$ cat src/rtl/ldm_stm_sequencer_pkg.sv
// ============================================================================
// Module : ldm_stm_sequencer_pkg
// Brief  : Shared types and constants for the LDM/STM block-transfer sequencer.
// Rev    : 1.0
// ============================================================================
`default_nettype none

package ldm_stm_sequencer_pkg;

    localparam int          c_word_w      = 32;
    localparam int          c_idx_w       = 4;
    localparam int          c_list_w      = 16;
    localparam logic [31:0] c_word_stride = 32'd4;

    typedef enum logic [1:0] {
        ST_IDLE   = 2'd0,
        ST_XFER   = 2'd1,
        ST_FINISH = 2'd2
    } state_t;

    function automatic logic [4:0] popcount16(input logic [15:0] v);
        logic [4:0] cnt;
        cnt = 5'd0;
        for (int i = 0; i < 16; i++) begin
            cnt = cnt + {4'd0, v[i]};
        end
        return cnt;
    endfunction

endpackage

`default_nettype wire

$ cat src/rtl/ldm_stm_sequencer_lowest_set_bit.sv
// ============================================================================
// Module : ldm_stm_sequencer_lowest_set_bit
// Brief  : 16-to-4 priority encoder selecting the lowest set bit, plus valid.
// Rev    : 1.0
// ============================================================================
`default_nettype none

module ldm_stm_sequencer_lowest_set_bit
    import ldm_stm_sequencer_pkg::*;
(
    input  logic [15:0] i_list,
    output logic [3:0]  o_idx,
    output logic        o_valid
);

    // Scan from the top down so the lowest set bit is the final winner.
    always_comb begin
        o_idx = 4'd0;
        for (int i = c_list_w - 1; i >= 0; i--) begin
            if (i_list[i]) begin
                o_idx = 4'(i);
            end
        end
    end

    assign o_valid = |i_list;

endmodule

`default_nettype wire

$ cat src/rtl/ldm_stm_sequencer.sv
// ============================================================================
// Module : ldm_stm_sequencer
// Brief  : LDM/STM sequencer walking a register list one word per cycle.
//          Optional PC redirect for R15 loads under LDM_STM_PC_LOAD_EN.
// Rev    : 1.0
// ============================================================================
`default_nettype none

module ldm_stm_sequencer
    import ldm_stm_sequencer_pkg::*;
(
    input  logic        CLK,
    input  logic        RESET,
    input  logic        START,
    input  logic        LOAD,
    input  logic        PRE,
    input  logic        UP,
    input  logic [15:0] RLIST,
    input  logic [31:0] BASE,
    output logic [3:0]  RA,
    input  logic [31:0] RD,
    output logic [3:0]  WA,
    output logic [31:0] WD,
    output logic        WE,
    output logic [31:0] MADDR,
    output logic [31:0] MWD,
    output logic        MWE,
    input  logic [31:0] MRD,
    output logic        BUSY,
    output logic        DONE,
    output logic [31:0] WB_ADDR
`ifdef LDM_STM_PC_LOAD_EN
    ,
    output logic        PC_LOAD,
    output logic [31:0] PC_VAL
`endif
);

    state_t      state_q, state_d;
    logic        load_q,  load_d;
    logic [15:0] list_q,  list_d;
    logic [31:0] addr_q,  addr_d;
    logic [31:0] wb_q,    wb_d;

    logic [4:0]  w_cnt;
    logic [31:0] w_span;
    logic [15:0] w_list_next;
    logic [3:0]  w_idx;
    logic        w_valid;
    logic        w_xfer;

    ldm_stm_sequencer_lowest_set_bit u_lsb (
        .i_list  (list_q),
        .o_idx   (w_idx),
        .o_valid (w_valid)
    );

    assign w_cnt       = popcount16(RLIST);
    assign w_span      = {25'd0, w_cnt, 2'b00};
    assign w_list_next = list_q & (list_q - 16'd1);

    always_comb begin
        state_d = state_q;
        load_d  = load_q;
        list_d  = list_q;
        addr_d  = addr_q;
        wb_d    = wb_q;
        case (state_q)
            ST_IDLE: begin
                if (START) begin
                    load_d = LOAD;
                    list_d = RLIST;
                    wb_d   = UP ? (BASE + w_span) : (BASE - w_span);
                    // Lowest register always lands on the lowest address.
                    case ({UP, PRE})
                        2'b10:   addr_d = BASE;
                        2'b11:   addr_d = BASE + c_word_stride;
                        2'b00:   addr_d = BASE - w_span + c_word_stride;
                        default: addr_d = BASE - w_span;
                    endcase
                    state_d = (RLIST == 16'd0) ? ST_FINISH : ST_XFER;
                end
            end
            ST_XFER: begin
                list_d = w_list_next;
                addr_d = addr_q + c_word_stride;
                if (w_list_next == 16'd0) begin
                    state_d = ST_FINISH;
                end
            end
            ST_FINISH: begin
                state_d = ST_IDLE;
            end
            default: begin
                state_d = ST_IDLE;
            end
        endcase
    end

    always_ff @(posedge CLK) begin
        if (RESET) begin
            state_q <= ST_IDLE;
            load_q  <= 1'b0;
            list_q  <= 16'd0;
            addr_q  <= 32'd0;
            wb_q    <= 32'd0;
        end else begin
            state_q <= state_d;
            load_q  <= load_d;
            list_q  <= list_d;
            addr_q  <= addr_d;
            wb_q    <= wb_d;
        end
    end

    assign w_xfer  = (state_q == ST_XFER) && w_valid;

    assign RA      = w_idx;
    assign WA      = w_idx;
    assign MADDR   = addr_q;
    assign MWE     = w_xfer && !load_q;
    assign BUSY    = (state_q != ST_IDLE);
    assign DONE    = (state_q == ST_FINISH);
    assign WB_ADDR = wb_q;
    assign WD      = MRD;
    assign MWD     = RD;

`ifdef LDM_STM_PC_LOAD_EN
    logic w_pc_hit;
    assign w_pc_hit = w_xfer && load_q && (w_idx == 4'hF);
    assign WE       = w_xfer && load_q && !w_pc_hit;
    assign PC_LOAD  = w_pc_hit;
    assign PC_VAL   = MRD;
`else
    assign WE       = w_xfer && load_q;
`endif

endmodule

`default_nettype wire

$ cat config.mk
export PLATFORM = sky130hd
export DESIGN_NAME = ldm_stm_sequencer
export DESIGN_NICKNAME = d
export VERILOG_FILES = /design/src/rtl/ldm_stm_sequencer_pkg.sv /design/src/rtl/ldm_stm_sequencer_lowest_set_bit.sv /design/src/rtl/ldm_stm_sequencer.sv
export SDC_FILE = /design/constraint.sdc
export NUM_CORES = 1
export LEC_CHECK = 0
export BUFFER_PORTS_ARGS = -buffer_cell sky130_fd_sc_hd__buf_2
export CAP_MARGIN = 30
export CORE_UTILIZATION = 50
export DETAILED_ROUTE_END_ITERATION = 8
export GPL_TIMING_DRIVEN = 0
export PLACE_DENSITY = 0.8
export SYNTH_ARGS = -nofsm -noshare
export SYNTH_HDL_FRONTEND = slang
export SYNTH_SLANG_ARGS = --single-unit
$ cat constraint.sdc
create_clock -name CLK -period 7.1 [get_ports CLK]
set_input_delay 0.355 -clock CLK [delete_from_list [all_inputs] [get_ports CLK]]
set_output_delay 0.355 -clock CLK [all_outputs]
set_load 0.05 [all_outputs]
# --- Yosys cells after proc, flatten, opt, wreduce, memory -nomap -nowiden ---
# Index checks and enable logic that the tools add are counted.
# Widths: inputs -> output; s select.
classes:
  addsub: 21
  mul: 0
  div_mod_pow: 0
  n_lt_le_gt_ge: 0
  n_eq_ne: 6
  n_shift: 0
  mux: 26
  bitwise_logic: 1
  reduce_logical: 14
op_table:
  columns: ["cell", "count"]
  rows:
  - ["$add 32x3->32 const B", 3]
  - ["$pmux 32 s3", 1]
  - ["$mux 32", 2]
  - ["$mux 4", 16]
  - ["$pmux 32 s2", 1]
  - ["$add 5x1->5", 11]
  - ["$add 32x7->32", 1]
  - ["$logic_not 16->1", 2]
  - ["$pmux 16 s2", 1]
  - ["$sub 32x7->32", 1]
  - ["$and 16x16->16", 1]
  - ["$mux 16", 1]
  - ["$reduce_or 16->1", 1]
  - ["$sub 16x1->16 const B", 1]
  - ["$eq 2x2->1 const B", 3]
  - ["$mux 2", 3]
  - ["$reduce_and 2->1", 3]
  - ["$add 4x1->5", 1]
  - ["$add 3x1->4", 1]
  - ["$logic_not 2->1", 2]
  - ["$ne 2x2->1 const B", 2]
  - ["$pmux 2 s2", 1]
  - ["$reduce_bool 2->1", 2]
  - ["$add 2x1->3", 1]
  - ["other kinds (4)", 6]
word_totals:
  regBits: 83
  latch_bits: 0
  mem_bits_rw: 0
  mem_bits_ro: 0
  inputBits: 118
  memories: 0

# --- Logic depth before layout (Yosys ltp) ---
depth:
  depth_word: 20
  ltp_mapped: 26
  depth_no_buf: 24

# --- Cells and area by module ---
# From an unflattened synthesis, not the netlist that was laid out.
hier_totals:
  cells_unflattened: 1273
  hier_area_um2: 8808.4
by_module_without_submodules:
  columns: ["mod", "n_inst", "cells_per_inst", "area_per_inst_um2", "seq_area_each_um2"]
  rows:
  - ["ldm_stm_sequencer", 1, 1239, 8632.0, 1661.6]
  - ["ldm_stm_sequencer_lowest_set_bit", 1, 34, 176.4, 0.0]

# --- Least setup slack after synthesis ---
# OpenSTA, ideal clock, no wires.
synth_timing:
  path_kind: "input to register"
  startpoint: "input port RLIST[0]"
  endpoint: "register addr_q[18] (netlist: MADDR[18])"
  arrival_time_ns: 6.181
  required_time_ns: 6.963
  setup_slack_ns: 0.782
  stages: 19
  path_buffers: 0
  cell_sequence: "inv_1 > fa_1 > fa_1 > fa_1 > fa_1 > inv_1 > ha_1 > fa_1 > fa_1 > o21ba_2 > a211oi_4 > o21ai_0 > a222oi_1 > nand4b_1 > nor4_4 > xnor2_1 > mux2_1 > o221ai_1 > a31oi_1"
synth_between:
  elab_chain_len: 20
synth_rtl:
  columns: ["item", "line", "text"]
  rows:
  - ["start, declared", "ldm_stm_sequencer.sv:18", "input logic [15:0] RLIST,"]
  - ["$add 1x1->2 *", "ldm_stm_sequencer_pkg.sv:25", "cnt = cnt + {4'd0, v[i]};"]
  - ["$add 2x1->3 *", "ldm_stm_sequencer_pkg.sv:25", null]
  - ["$add 3x1->4 *", "ldm_stm_sequencer_pkg.sv:25", null]
  - ["$add 4x1->5 *", "ldm_stm_sequencer_pkg.sv:25", null]
  - ["$add 5x1->5 * (11 in series)", "ldm_stm_sequencer_pkg.sv:25", null]
  - ["$sub 32x7->32 *", "ldm_stm_sequencer.sv:78, ldm_stm_sequencer.sv:79", null]
  - ["$add 32x3->32", "ldm_stm_sequencer.sv:78", "2'b00: addr_d = BASE - w_span + c_word_stride;"]
  - ["$pmux 32 s3 *", "ldm_stm_sequencer.sv:75", "case ({UP, PRE})"]
  - ["$mux 32 *", "ldm_stm_sequencer.sv:70", "if (START) begin"]
  - ["$pmux 32 s2 *", "ldm_stm_sequencer.sv:68", "case (state_q)"]
  - ["end signal, assigned", "ldm_stm_sequencer.sv:111", "addr_q <= addr_d;"]
  - ["end, declared", "ldm_stm_sequencer.sv:42", "logic [31:0] addr_q, addr_d;"]
# Mark *: on every way between the ends. The rest lies on a longest branch, timed or not. The select of a mux whose other input is x is not followed.
# A chain may end at the register's enable or synchronous reset.

# --- Worst setup path in the final report ---
layout_timing:
  startpoint: "input port RLIST[1]"
  endpoint: "register addr_q[22] (netlist: MADDR[22])"
# The elaborated chain is that of the path after synthesis.

==> impl_results.md <==
- GRT Residual Overflow: 0
- Fmax: between 100 and 150 MHz
- Fraction of layout cells with a size suffix above 1: 20.3%
- DR pass1 iterations: 8
- Longest Clk Path Bufs: 2
- PD cells: approximately 270 nW/um^2
- R2R depth: 10
- Max Cap Viol: 0
- Post-Syn Nets: approximately 1400
- First-pass GRT wire length: ~50000 um
- Slew @ Worst Pin: slightly above 0.9 ns
- Layout fillers: around 1600
- Main synth FF type: dfxtp_1
- WP data arrival: around 7.1 ns
- WHS Path Cells: 3
- Number of global-route vias before repair: around 9200
- CTS tree: done
- Crit path max fanout: 10
- Run status: completed
- Unique masters post-synth: 78
- P&R area growth vs syn: 17.5%
- Worst hold path type: primary input to register
- DR vias: approximately 10000
- CP startpoint: RLIST[1]
- Tot GR Track Use: between 30% and 40%
- Htree depth: 3
- Fin crit share: between 90 and 100%
- Critical R2R Launch: list_q[0]$_SDFFE_PP0P_
- CTS root buf: clkbuf_16
- CP endpoint kind: register
- Pre-CTS setup slack: -0.335 ns
- Ys async rst share: 0%
- Setup violators final: 0
- Slew HR: roughly two fifths
- Final wirelength: between 30000 and 40000 um
- IO buf count: 181
- Worst flop-to-flop path endpoint: state_q[1]$_SDFFE_PP0P_
- Post-route antenna net violation count: 0
- Power consumption: ~2.8 mW
- Worst-Skew Late Latency: roughly 0.37 ns
- Initial antenna violation count: 0
- Pin count of the biggest net entering global routing: 14
- CORE AREA: roughly 17000 um^2
- Detailed-route DRC error count: 0
- Number of synthesized flops with an enable pin: 0
- Num CTS Buffers: 9
- Nets: around 1600
- YS warnings: 0
- Die width: around 130 um
- Post-synth top area share: a little under a fifth
- Leak Pwr: roughly 4.2 nW
- Hold path endpoint: load_q$_SDFFE_PP0P_
- Final Slew Violations: 0
- R2r setup slk: 3.97 ns
- Top cells by area, synth: dfxtp_1 19%, a21oi_1 6.9%, nand2_1 6.4%
- Post-synthesis sequential area ratio: between 10% and 20%
- Req. time, crit path: between 7 and 8 ns
- Number of I/O pins: around 260
- CTS Sinks: 83
- Post-synthesis instance total: 1262
- Number of synthesized register bits: a little over 80
- Biggest area consumer among synthesized cells: dfxtp_1
- Rows: 47
- Final Hold Vio Count: 0
- Via density: 6.20
- Worst-path clk slew: ~0.060 ns
- WL/cell: approximately 19 um
- DRT iter0 DRCs: roughly 1400
- Crit path kind: primary input to register
- Peak supply drop: 0.439 mV
- Worst Min Path Start: LOAD
- Initial core utilization: between 50% and 60%
- Netlist Area Pre-Place: ~8700 um^2
- Chip height: ~130 um
- Die area: 18000 um^2
- Final Critical Period: roughly 6.9 ns
- Placer Congestion: ~1
- Mean post-synth cell area: between 6 and 7 um^2
- Diodes inserted: 0
- Final Worst Setup Slack: approximately 0.25 ns
- Half-perimeter wire length after placement: about 25000 um
- CP Launch Type: primary input
- Max Clock Skew: 0.0138 ns
layout make-up:
class | count | area (um^2) | area share [%]
clock inverter | 5 | 56.3 | 0.550
inverter | 52 | 195 | 1.91
multi-input combinational | 963 | 6010 | 58.6
tap | 220 | 275 | 2.69
timing repair buffer | 186 | 943 | 9.21
clock buffer | 9 | 225 | 2.20
buffer | 163 | 878 | 8.58
sequential | 83 | 1660 | 16.2
worst max-delay path by stage:
stage | end | slack, ns
2_1_floorplan | MADDR[18]$_SDFFE_PP0P_ | 0.78
3_3_place_gp | MADDR[18]$_SDFFE_PP0P_ | -0.29
3_5_place_dp | MADDR[18]$_SDFFE_PP0P_ | -0.34
4_1_cts | MADDR[18]$_SDFFE_PP0P_ | 0.005
5_1_grt | MADDR[19]$_SDFFE_PP0P_ | -0.06
6_report | MADDR[22]$_SDFFE_PP0P_ | 0.25
cells in the final DEF (no fill, tap or decap), drive strengths merged, types with 15 or more instances in the layout:
cell type / synthesis / routed
nor2: 106 / 106
clkbuf: 82 / 90
buf: 82 / 268
inv: 52 / 52
o21ai: 59 / 59
a22oi: 15 / 15
a31oi: 22 / 22
nand4: 19 / 19
a21oi: 121 / 121
and3: 19 / 19
xnor2: 44 / 44
nor3: 54 / 54
nor4: 30 / 30
nand3: 39 / 39
or3: 18 / 18
ha: 22 / 22
xor2: 43 / 43
dfxtp: 83 / 83
a211oi: 19 / 19
nand2: 149 / 149
layer usage:
metal  vias up  share of wire (%)  track usage [%]
met1      4777                 40             47.3
li1       4787                  -                -
met2       740                 44             54.6
met4         0                4.6             17.3
met5         -                  0                0
met3       119                 12             5.74
flip-flops by register name, indices dropped and copies added, names as in the netlist:
name and count:
MADDR 32, WB_ADDR 32, list_q 16, state_q 2, load_q 1
stage by stage:
step	std cells	setup TNS [ns]	cell area, um^2	hold slack, ns	util (%)
after floorplan	1262	0	8720	0.442	-
after global placement	1663	-1.70	9900	0.435	58.9
after detailed placement	1663	-2.39	9900	0.440	58.9
after CTS	1677	0	10200	0.247	60.5
after global routing	1681	-0.0753	10200	0.260	60.9
final	1681	0	10200	0.251	60.9
power by group:
group	total [mW]	internal [mW]	switching [mW]	leakage, nW
clock network	0.483	0.268	0.215	0.137
registers	0.583	0.523	0.0600	0.682
logic	1.70	0.556	1.15	3.42
cells in the mapped netlist, types with 10 or more instances:
library cell / instances
xnor2_1: 44
nand2_1: 149
nand4_1: 19
a211oi_1: 18
o21ai_0: 56
buf_4: 68
ha_1: 22
xor2_1: 43
dfxtp_1: 83
nor3_1: 52
a31oi_1: 22
nand3_1: 39
nor4_1: 26
or3_1: 18
inv_1: 51
nand2b_1: 10
clkbuf_1: 82
and3_1: 19
o211ai_1: 11
fa_1: 12
a21oi_1: 121
a21o_1: 13
a22oi_1: 15
buf_1: 10
nor2_1: 105
worst max-delay path, stage by stage:
cell,delay [ns]
buf_2,0.09
inv_1,0.13
fa_1,0.46
fa_1,0.54
fa_1,0.45
fa_1,0.50
inv_1,0.04
ha_1,0.20
fa_1,0.41
a21o_1,0.19
and2_1,0.22
ha_1,0.41
nor3_1,0.20
and2_1,0.17
clkbuf_1,0.37
nor3_1,0.21
o311ai_0,0.23
o211ai_1,0.50
nor4_4,0.34
buf_4,0.23
nand2_1,0.08
xor2_1,0.16
a211oi_1,0.12
a2111oi_0,0.46
logic make-up after synthesis:
logic type,synth area share [%]
DFF,19.1
and+or+nand+nor,29.1
AOI/OAI and AO/OA,23.1
xor gates and xnor gates,8.74
adders and majority gates,6.26
buffers and inverters,12.4
muxes,1.42
timing repair:
item,CTS,global route
resized for setup,0,4
buffers inserted,0,5
hold buffers,0,0
endpoints found under the setup margin,0,16
endpoints found under the hold margin,0,0
(Power assumes the default switching activity.)
